File: src/rtl/apb_csr_slave_if.sv
// APB3 completer bus bundle for apb_csr_slave.
// APB_CSR_PSTRB_EN adds the APB4 pstrb byte strobes.
interface apb_csr_slave_if #(
  parameter int ADDR_W = 16,
  parameter int DATA_W = 32
);
  logic              psel;
  logic              penable;
  logic              pwrite;
  logic [ADDR_W-1:0] paddr;
  logic [DATA_W-1:0] pwdata;
`ifdef APB_CSR_PSTRB_EN
  logic [DATA_W/8-1:0] pstrb;
`endif
  logic [DATA_W-1:0] prdata;
  logic              pready;
  logic              pslverr;

  modport master (
`ifdef APB_CSR_PSTRB_EN
    output pstrb,
`endif
    output psel, penable, pwrite,
    output paddr, pwdata,
    input  prdata, pready, pslverr
  );

  modport slave (
`ifdef APB_CSR_PSTRB_EN
    input  pstrb,
`endif
    input  psel, penable, pwrite,
    input  paddr, pwdata,
    output prdata, pready, pslverr
  );
endinterface

File: src/rtl/apb_csr_slave.sv
// APB3 CSR completer: NUM_RW config regs, NUM_RO status words.
// APB_CSR_PSTRB_EN enables APB4 byte strobes on writes.
module apb_csr_slave #(
  parameter int ADDR_W      = 16,
  parameter int DATA_W      = 32,
  parameter int NUM_RW      = 8,
  parameter int NUM_RO      = 4,
  parameter int WAIT_STATES = 1,
  parameter logic [DATA_W-1:0] RESET_VAL = '0
) (
  input  logic                     clk,
  input  logic                     rst,
  apb_csr_slave_if.slave           bus,
  output logic [NUM_RW*DATA_W-1:0] cfg_o,
  output logic [NUM_RW-1:0]        cfg_wr_pulse,
  input  logic [NUM_RO*DATA_W-1:0] sts_i
);
  localparam int NB   = DATA_W / 8;
  localparam int BSH  = $clog2(NB);
  localparam int NREG = NUM_RW + NUM_RO;

  typedef enum logic [1:0] {
    IDLE,
    SETUP,
    ACCESS
  } state_t;

  state_t            state_q, state_d, phase;
  logic [3:0]        cnt_q, cnt_d;
  logic [DATA_W-1:0] cfg_q [NUM_RW];
  logic [DATA_W-1:0] cfg_d [NUM_RW];
  logic [NUM_RW-1:0] pulse_q, pulse_d;
  logic [ADDR_W-1:0] idx;
  logic [NB-1:0]     be;
  logic [DATA_W-1:0] rd;
  logic              mis, oor, ro_wr, strb_err;
  logic              err, done, wr_ok;

  // FSM state and wait-state counter
  always_ff @(posedge clk) begin
    if (rst) begin
      state_q <= IDLE;
      cnt_q   <= '0;
    end else begin
      state_q <= state_d;
      cnt_q   <= cnt_d;
    end
  end

  // Current bus phase, completion and next state.
  // state_q holds the phase of the previous cycle, so the
  // access phase is recognised in the same cycle penable
  // rises and back-to-back transfers lose no cycle.
  always_comb begin
    phase = IDLE;
    if (bus.psel) begin
      if (!bus.penable) begin
        phase = SETUP;
      end else if (state_q != IDLE) begin
        phase = ACCESS;
      end
    end
    done    = (phase == ACCESS) &&
              (cnt_q == 4'(WAIT_STATES));
    state_d = done ? IDLE : phase;
    cnt_d   = (phase == ACCESS && !done) ?
              cnt_q + 4'd1 : 4'd0;
  end

  // Address decode and error classification
  always_comb begin
    idx   = bus.paddr >> BSH;
    mis   = (bus.paddr & ADDR_W'(NB - 1)) != '0;
    oor   = idx >= ADDR_W'(NREG);
    ro_wr = bus.pwrite && (idx >= ADDR_W'(NUM_RW));
`ifdef APB_CSR_PSTRB_EN
    be       = bus.pstrb;
    strb_err = !bus.pwrite && (bus.pstrb != '0);
`else
    be       = '1;
    strb_err = 1'b0;
`endif
    err   = mis | oor | ro_wr | strb_err;
    wr_ok = done && bus.pwrite && !err && (be != '0);
  end

  // Read mux over config regs and live status words
  always_comb begin
    rd = '0;
    for (int i = 0; i < NUM_RW; i++) begin
      if (idx == ADDR_W'(i)) rd = cfg_q[i];
    end
    for (int j = 0; j < NUM_RO; j++) begin
      if (idx == ADDR_W'(NUM_RW + j)) begin
        rd = sts_i[j*DATA_W +: DATA_W];
      end
    end
  end

  assign bus.pready  = done;
  assign bus.pslverr = done && err;
  assign bus.prdata  = (done && !err && !bus.pwrite) ?
                       rd : '0;

  // Byte-merged register update and write pulse
  always_comb begin
    cfg_d   = cfg_q;
    pulse_d = '0;
    for (int i = 0; i < NUM_RW; i++) begin
      if (wr_ok && idx == ADDR_W'(i)) begin
        pulse_d[i] = 1'b1;
        for (int b = 0; b < NB; b++) begin
          if (be[b]) begin
            cfg_d[i][b*8 +: 8] = bus.pwdata[b*8 +: 8];
          end
        end
      end
    end
  end

  // Config registers and pulse register
  always_ff @(posedge clk) begin
    if (rst) begin
      for (int i = 0; i < NUM_RW; i++) begin
        cfg_q[i] <= RESET_VAL;
      end
      pulse_q <= '0;
    end else begin
      cfg_q   <= cfg_d;
      pulse_q <= pulse_d;
    end
  end

  for (genvar g = 0; g < NUM_RW; g++) begin : g_cfg
    assign cfg_o[g*DATA_W +: DATA_W] = cfg_q[g];
  end

  assign cfg_wr_pulse = pulse_q;
endmodule

File: src/flat_wrapper.sv
// flat-port wrapper written by rule: the top's interface ports become plain ports
module apb_csr_slave_flat 
#(
  parameter int ADDR_W      = 16,
  parameter int DATA_W      = 32,
  parameter int NUM_RW      = 8,
  parameter int NUM_RO      = 4,
  parameter int WAIT_STATES = 1,
  parameter logic [DATA_W-1:0] RESET_VAL = '0
)
  (clk, rst, cfg_o, cfg_wr_pulse, sts_i, bus_psel, bus_penable, bus_pwrite, bus_paddr, bus_pwdata, bus_prdata, bus_pready, bus_pslverr);
  apb_csr_slave_if #(.ADDR_W(ADDR_W), .DATA_W(DATA_W)) bus_i ();
  input  logic clk;
  input  logic rst;
  output logic [NUM_RW*DATA_W-1:0] cfg_o;
  output logic [NUM_RW-1:0] cfg_wr_pulse;
  input  logic [NUM_RO*DATA_W-1:0] sts_i;
  input wire logic [$bits(bus_i.psel)-1:0] bus_psel;
  input wire logic [$bits(bus_i.penable)-1:0] bus_penable;
  input wire logic [$bits(bus_i.pwrite)-1:0] bus_pwrite;
  input wire logic [$bits(bus_i.paddr)-1:0] bus_paddr;
  input wire logic [$bits(bus_i.pwdata)-1:0] bus_pwdata;
  output wire logic [$bits(bus_i.prdata)-1:0] bus_prdata;
  output wire logic [$bits(bus_i.pready)-1:0] bus_pready;
  output wire logic [$bits(bus_i.pslverr)-1:0] bus_pslverr;
  assign bus_i.psel = bus_psel;
  assign bus_i.penable = bus_penable;
  assign bus_i.pwrite = bus_pwrite;
  assign bus_i.paddr = bus_paddr;
  assign bus_i.pwdata = bus_pwdata;
  assign bus_prdata = bus_i.prdata;
  assign bus_pready = bus_i.pready;
  assign bus_pslverr = bus_i.pslverr;
  apb_csr_slave #(.ADDR_W(ADDR_W), .DATA_W(DATA_W), .NUM_RW(NUM_RW), .NUM_RO(NUM_RO), .WAIT_STATES(WAIT_STATES), .RESET_VAL(RESET_VAL)) u_core (.clk(clk), .rst(rst), .bus(bus_i), .cfg_o(cfg_o), .cfg_wr_pulse(cfg_wr_pulse), .sts_i(sts_i));
endmodule
File: config.mk
export PLATFORM = sky130hd
export DESIGN_NAME = apb_csr_slave_flat
export DESIGN_NICKNAME = d
export VERILOG_FILES = /design/src/rtl/apb_csr_slave_if.sv /design/src/rtl/apb_csr_slave.sv /design/src/flat_wrapper.sv
export SDC_FILE = /design/constraint.sdc
export NUM_CORES = 1
export LEC_CHECK = 0
export ABC_AREA = 1
export BUFFER_PORTS_ARGS = -buffer_cell sky130_fd_sc_hd__buf_2
export CORE_AREA = 5 5 182 184
export CTS_BUF_LIST = sky130_fd_sc_hd__clkbuf_8
export CTS_CLUSTER_SIZE = 8
export DETAILED_ROUTE_END_ITERATION = 6
export DIE_AREA = 0 0 187 189
export PLACE_DENSITY = 0.78
export SLEW_MARGIN = 10
export SYNTH_ARGS = -nofsm -noshare
export SYNTH_HDL_FRONTEND = slang
export SYNTH_SLANG_ARGS = --single-unit
File: constraint.sdc
create_clock -name clk -period 2 [get_ports clk]
set_clock_uncertainty 0.1 [all_clocks]
set_input_delay 0.1 -clock clk [delete_from_list [all_inputs] [get_ports clk]]
set_output_delay 0.1 -clock clk [all_outputs]
set_load 0.1 [all_outputs]
==> results.yml <==
detailed_routing:
  drt_wl_total_um: 66500
  final_antenna_net_count: 0
  wl_per_cell_um: 21.6
  vias: 17300
  drt-pass1-iter-count: 6
  drt_iter0_drc: 1910
  post-route-drc-count: 0
  avgViaCountPerCell: 5.60
cells_and_area:
  drive_above_1_share_pct: 41.4
  final_util_pct: 69.0
  syn_to_final_growth_pct: 61.0
  layout_commonest_cell: "buf_2"
  antenna_cells: 0
  layout_common_cells: "439 x buf_2, 327 x inv_1, 254 x a21oi_1, 245 x nand2_1, 234 x o21ai_1"
  fin_nets: 2831
  fillers: 2533
synthesis:
  yosysSeqAreaShare_pct: 40.4
  avgSynthCellArea_um2: 6.60
  ys_seq_elements: 270
  synth_edf_count: 0
  mappedNetlistArea_um2: 13400
  synth_ff_type: "dfxtp_1"
  synth.net_count: 2208
  yosysWarningCount: 0
  synth-async-reset-ratio_pct: 0
  yosysUniqueCellTypes: 34
  synthCells: 2025
power_and_ir_drop:
  clock_power_share_pct: 46.9
  power.internal_mw: 8.54
  p_seq_share_pct: 47.6
  switching_share_pct: 24.4
  p_per_area_nw_per_um2: 524
  power_mw: 11.3
  power_frac_comb_pct: 5.5
  power.switching_mw: 2.76
  peakVddDrop_uv: 580
  power_leakage_nw: 9.60
status:
  status: "finished with violations"
  violations: "negative setup slack"
floorplanning:
  row_count: 65
  die_w_um: 187
  io_pins: 479
  dieArea_um2: 35300
  start_util_pct: 42.8
  die_y_um: 189
  core_area_um2: 31200
global_route:
  track_usage_pct: 31.2
  grt_pass1_vias: 15900
  antenna_found_initial: 0
  grt_start_max_net_pins: 87
  gr-total-overflow: 0
  grt_pass1_wl_um: 89400
cts:
  clk_latency_ns: 0.56
  cts_tree: "done"
  cts.path.max_buffers: 3
  clkSlewWorstSetupHoldPaths_ns: 0.06
  cts_root_buf: "clkbuf_8"
  cts.sinks: 270
  cts_buffers: 47
  cts.htree.levels: 2
setup_path:
  critPathLaunchType: "primary input"
  critPathRequiredTime_ns: 1.80
  cp.arrival_ns: 2.39
  crit_fanout: 7
  crit_type: "primary input to output pin"
  critPathCaptureType: "output pin"
sta:
  setup_ws_ns: -0.595
  finalHoldViolations: 0
  slew_headroom_pct: 60.0
  finalMaxSlewViolations: 0
  finalCriticalPeriod_ns: 2.59
  finalSetupTns_ns: -33.59
  worst_pin_slew_ns: 0.604
  finalSetupViolations: 249
  fmax_mhz: 385
  min_period_over_period_pct: 130
  rsz0062_at_grt: "yes"
placed_design:
  hpwlAfterDp_um: 43600
  place.gp.congestion: 0.932
  port_buffers: 478
flow_run:
  maxCapViolations: 0
worst_hold_path:
  hp-class: "primary input to register"
[critical path, cell delays in order]
cell        delay (ns)
buf_2             0.14
inv_2             0.09
nand2_4           0.07
nor2_2            0.14
nand2_2           0.10
nor2_4            0.18
buf_6             0.13
bufbuf_16         0.25
nand3_1           0.09
o21ai_1           0.16
a21oi_2           0.07
nand3_1           0.14
nand2_1           0.07
nand2_1           0.05
o21ai_1           0.05
nand2_1           0.10
nand2_2           0.09
nand3_2           0.07
nand2_2           0.06
clkinvlp_4        0.08
buf_12            0.17
[worst paths after layout]
check                                start                            end  slack, ns  cells after the start
max                           bus_paddr[5]                 bus_prdata[26]      -0.59                     21
min                               bus_psel   u_core.state_q[1]$_SDFF_PP0_       0.19                      7
max reg2reg     u_core.cnt_q[1]$_SDFF_PP0_  u_core.cfg_o[71]$_SDFFE_PP0P_      -0.18                     14
min reg2reg  u_core.cfg_o[47]$_SDFFE_PP0P_  u_core.cfg_o[47]$_SDFFE_PP0P_       0.36                      2
[cell usage after synthesis, types with 7 or more instances]
cell,instances,area [um2]
o21ai_0,420,2100
a21oi_1,356,1780
inv_1,339,1270
nand2_1,309,1160
dfxtp_1,270,5410
clkbuf_1,97,364
nand3_1,56,280
nor2_1,55,206
buf_2,37,185
o21ai_1,14,70.1
o211ai_1,13,97.6
nand4_1,9,56.3
buf_4,8,60.1
nor3_1,7,35.0
[per-stage QoR]
step                instances  area, um2  hold slack [ns]  setup WS (ns)
floorplan                2025      14400           0.0761         -0.438
global placement         2879      18100            0.177         -0.474
detailed placement       2879      18100            0.195         -0.530
CTS                      3024      20100           0.0816         -0.456
global route             3084      21500            0.196         -0.626
finish                   3084      21500            0.188         -0.595
[routing by layer]
metal | vias up | GRT usage, % | wire length (um)
li1 | 7866 | - | -
met1 | 8127 | 36.1 | 24900
met2 | 1068 | 56.1 | 32000
met3 | 202 | 7.19 | 6660
met4 | 0 | 12.4 | 2950
met5 | - | 0 | 0
[power groups by stage]
stage / clock (mW) / combinational (mW) / sequential, mW
after floorplan: 0 / 0.179 / 5.50
after CTS: 5.26 / 0.584 / 5.38
after detailed placement: 0 / 0.498 / 5.50
final: 5.30 / 0.618 / 5.38
after global placement: 0 / 0.488 / 5.50
after global routing: 5.55 / 0.652 / 5.38
[flip-flops by register name, summed over array words and instances, names as in the netlist]
signal               flops
u_core.cnt_q             4
u_core.cfg_wr_pulse      8
u_core.state_q           2
u_core.cfg_o           256
[timing repair]
| action | in CTS | in global routing |
|---|---|---|
| gates resized for setup | 153 | 177 |
| endpoints found under the setup margin | 33 | 226 |
| setup buffers | 20 | 33 |
| hold buffers | 37 | 0 |
| pin swaps | 57 | 101 |
| hold endpoints to repair | 266 | 0 |
| gates cloned | 7 | 30 |
[logic make-up (layout without fill, tap and decap cells)]
kind of cell,count (synthesis),after routing,synth area share [%]
AOI/OAI and AO/OA,811,811,30.8
xor gates and xnor gates,2,2,0.131
adders and majority gates,2,2,0.187
buffers and inverters,492,1149,14.6
DFF,270,270,40.4
and+or+nand+nor,448,448,13.8
[layout make-up]
class	count	area, um2	area share [%]
flip-flops and latches	270	5480	25.4
well taps	402	503	2.34
multi-input cells	1263	7330	34.0
inverters	345	1340	6.20
clock inverters	24	153	0.709
clock buffers	59	812	3.77
repair buffers	720	5910	27.5
repair inverters	1	6.26	0.0291
Note: power is estimated with default switching activity, not from simulation.
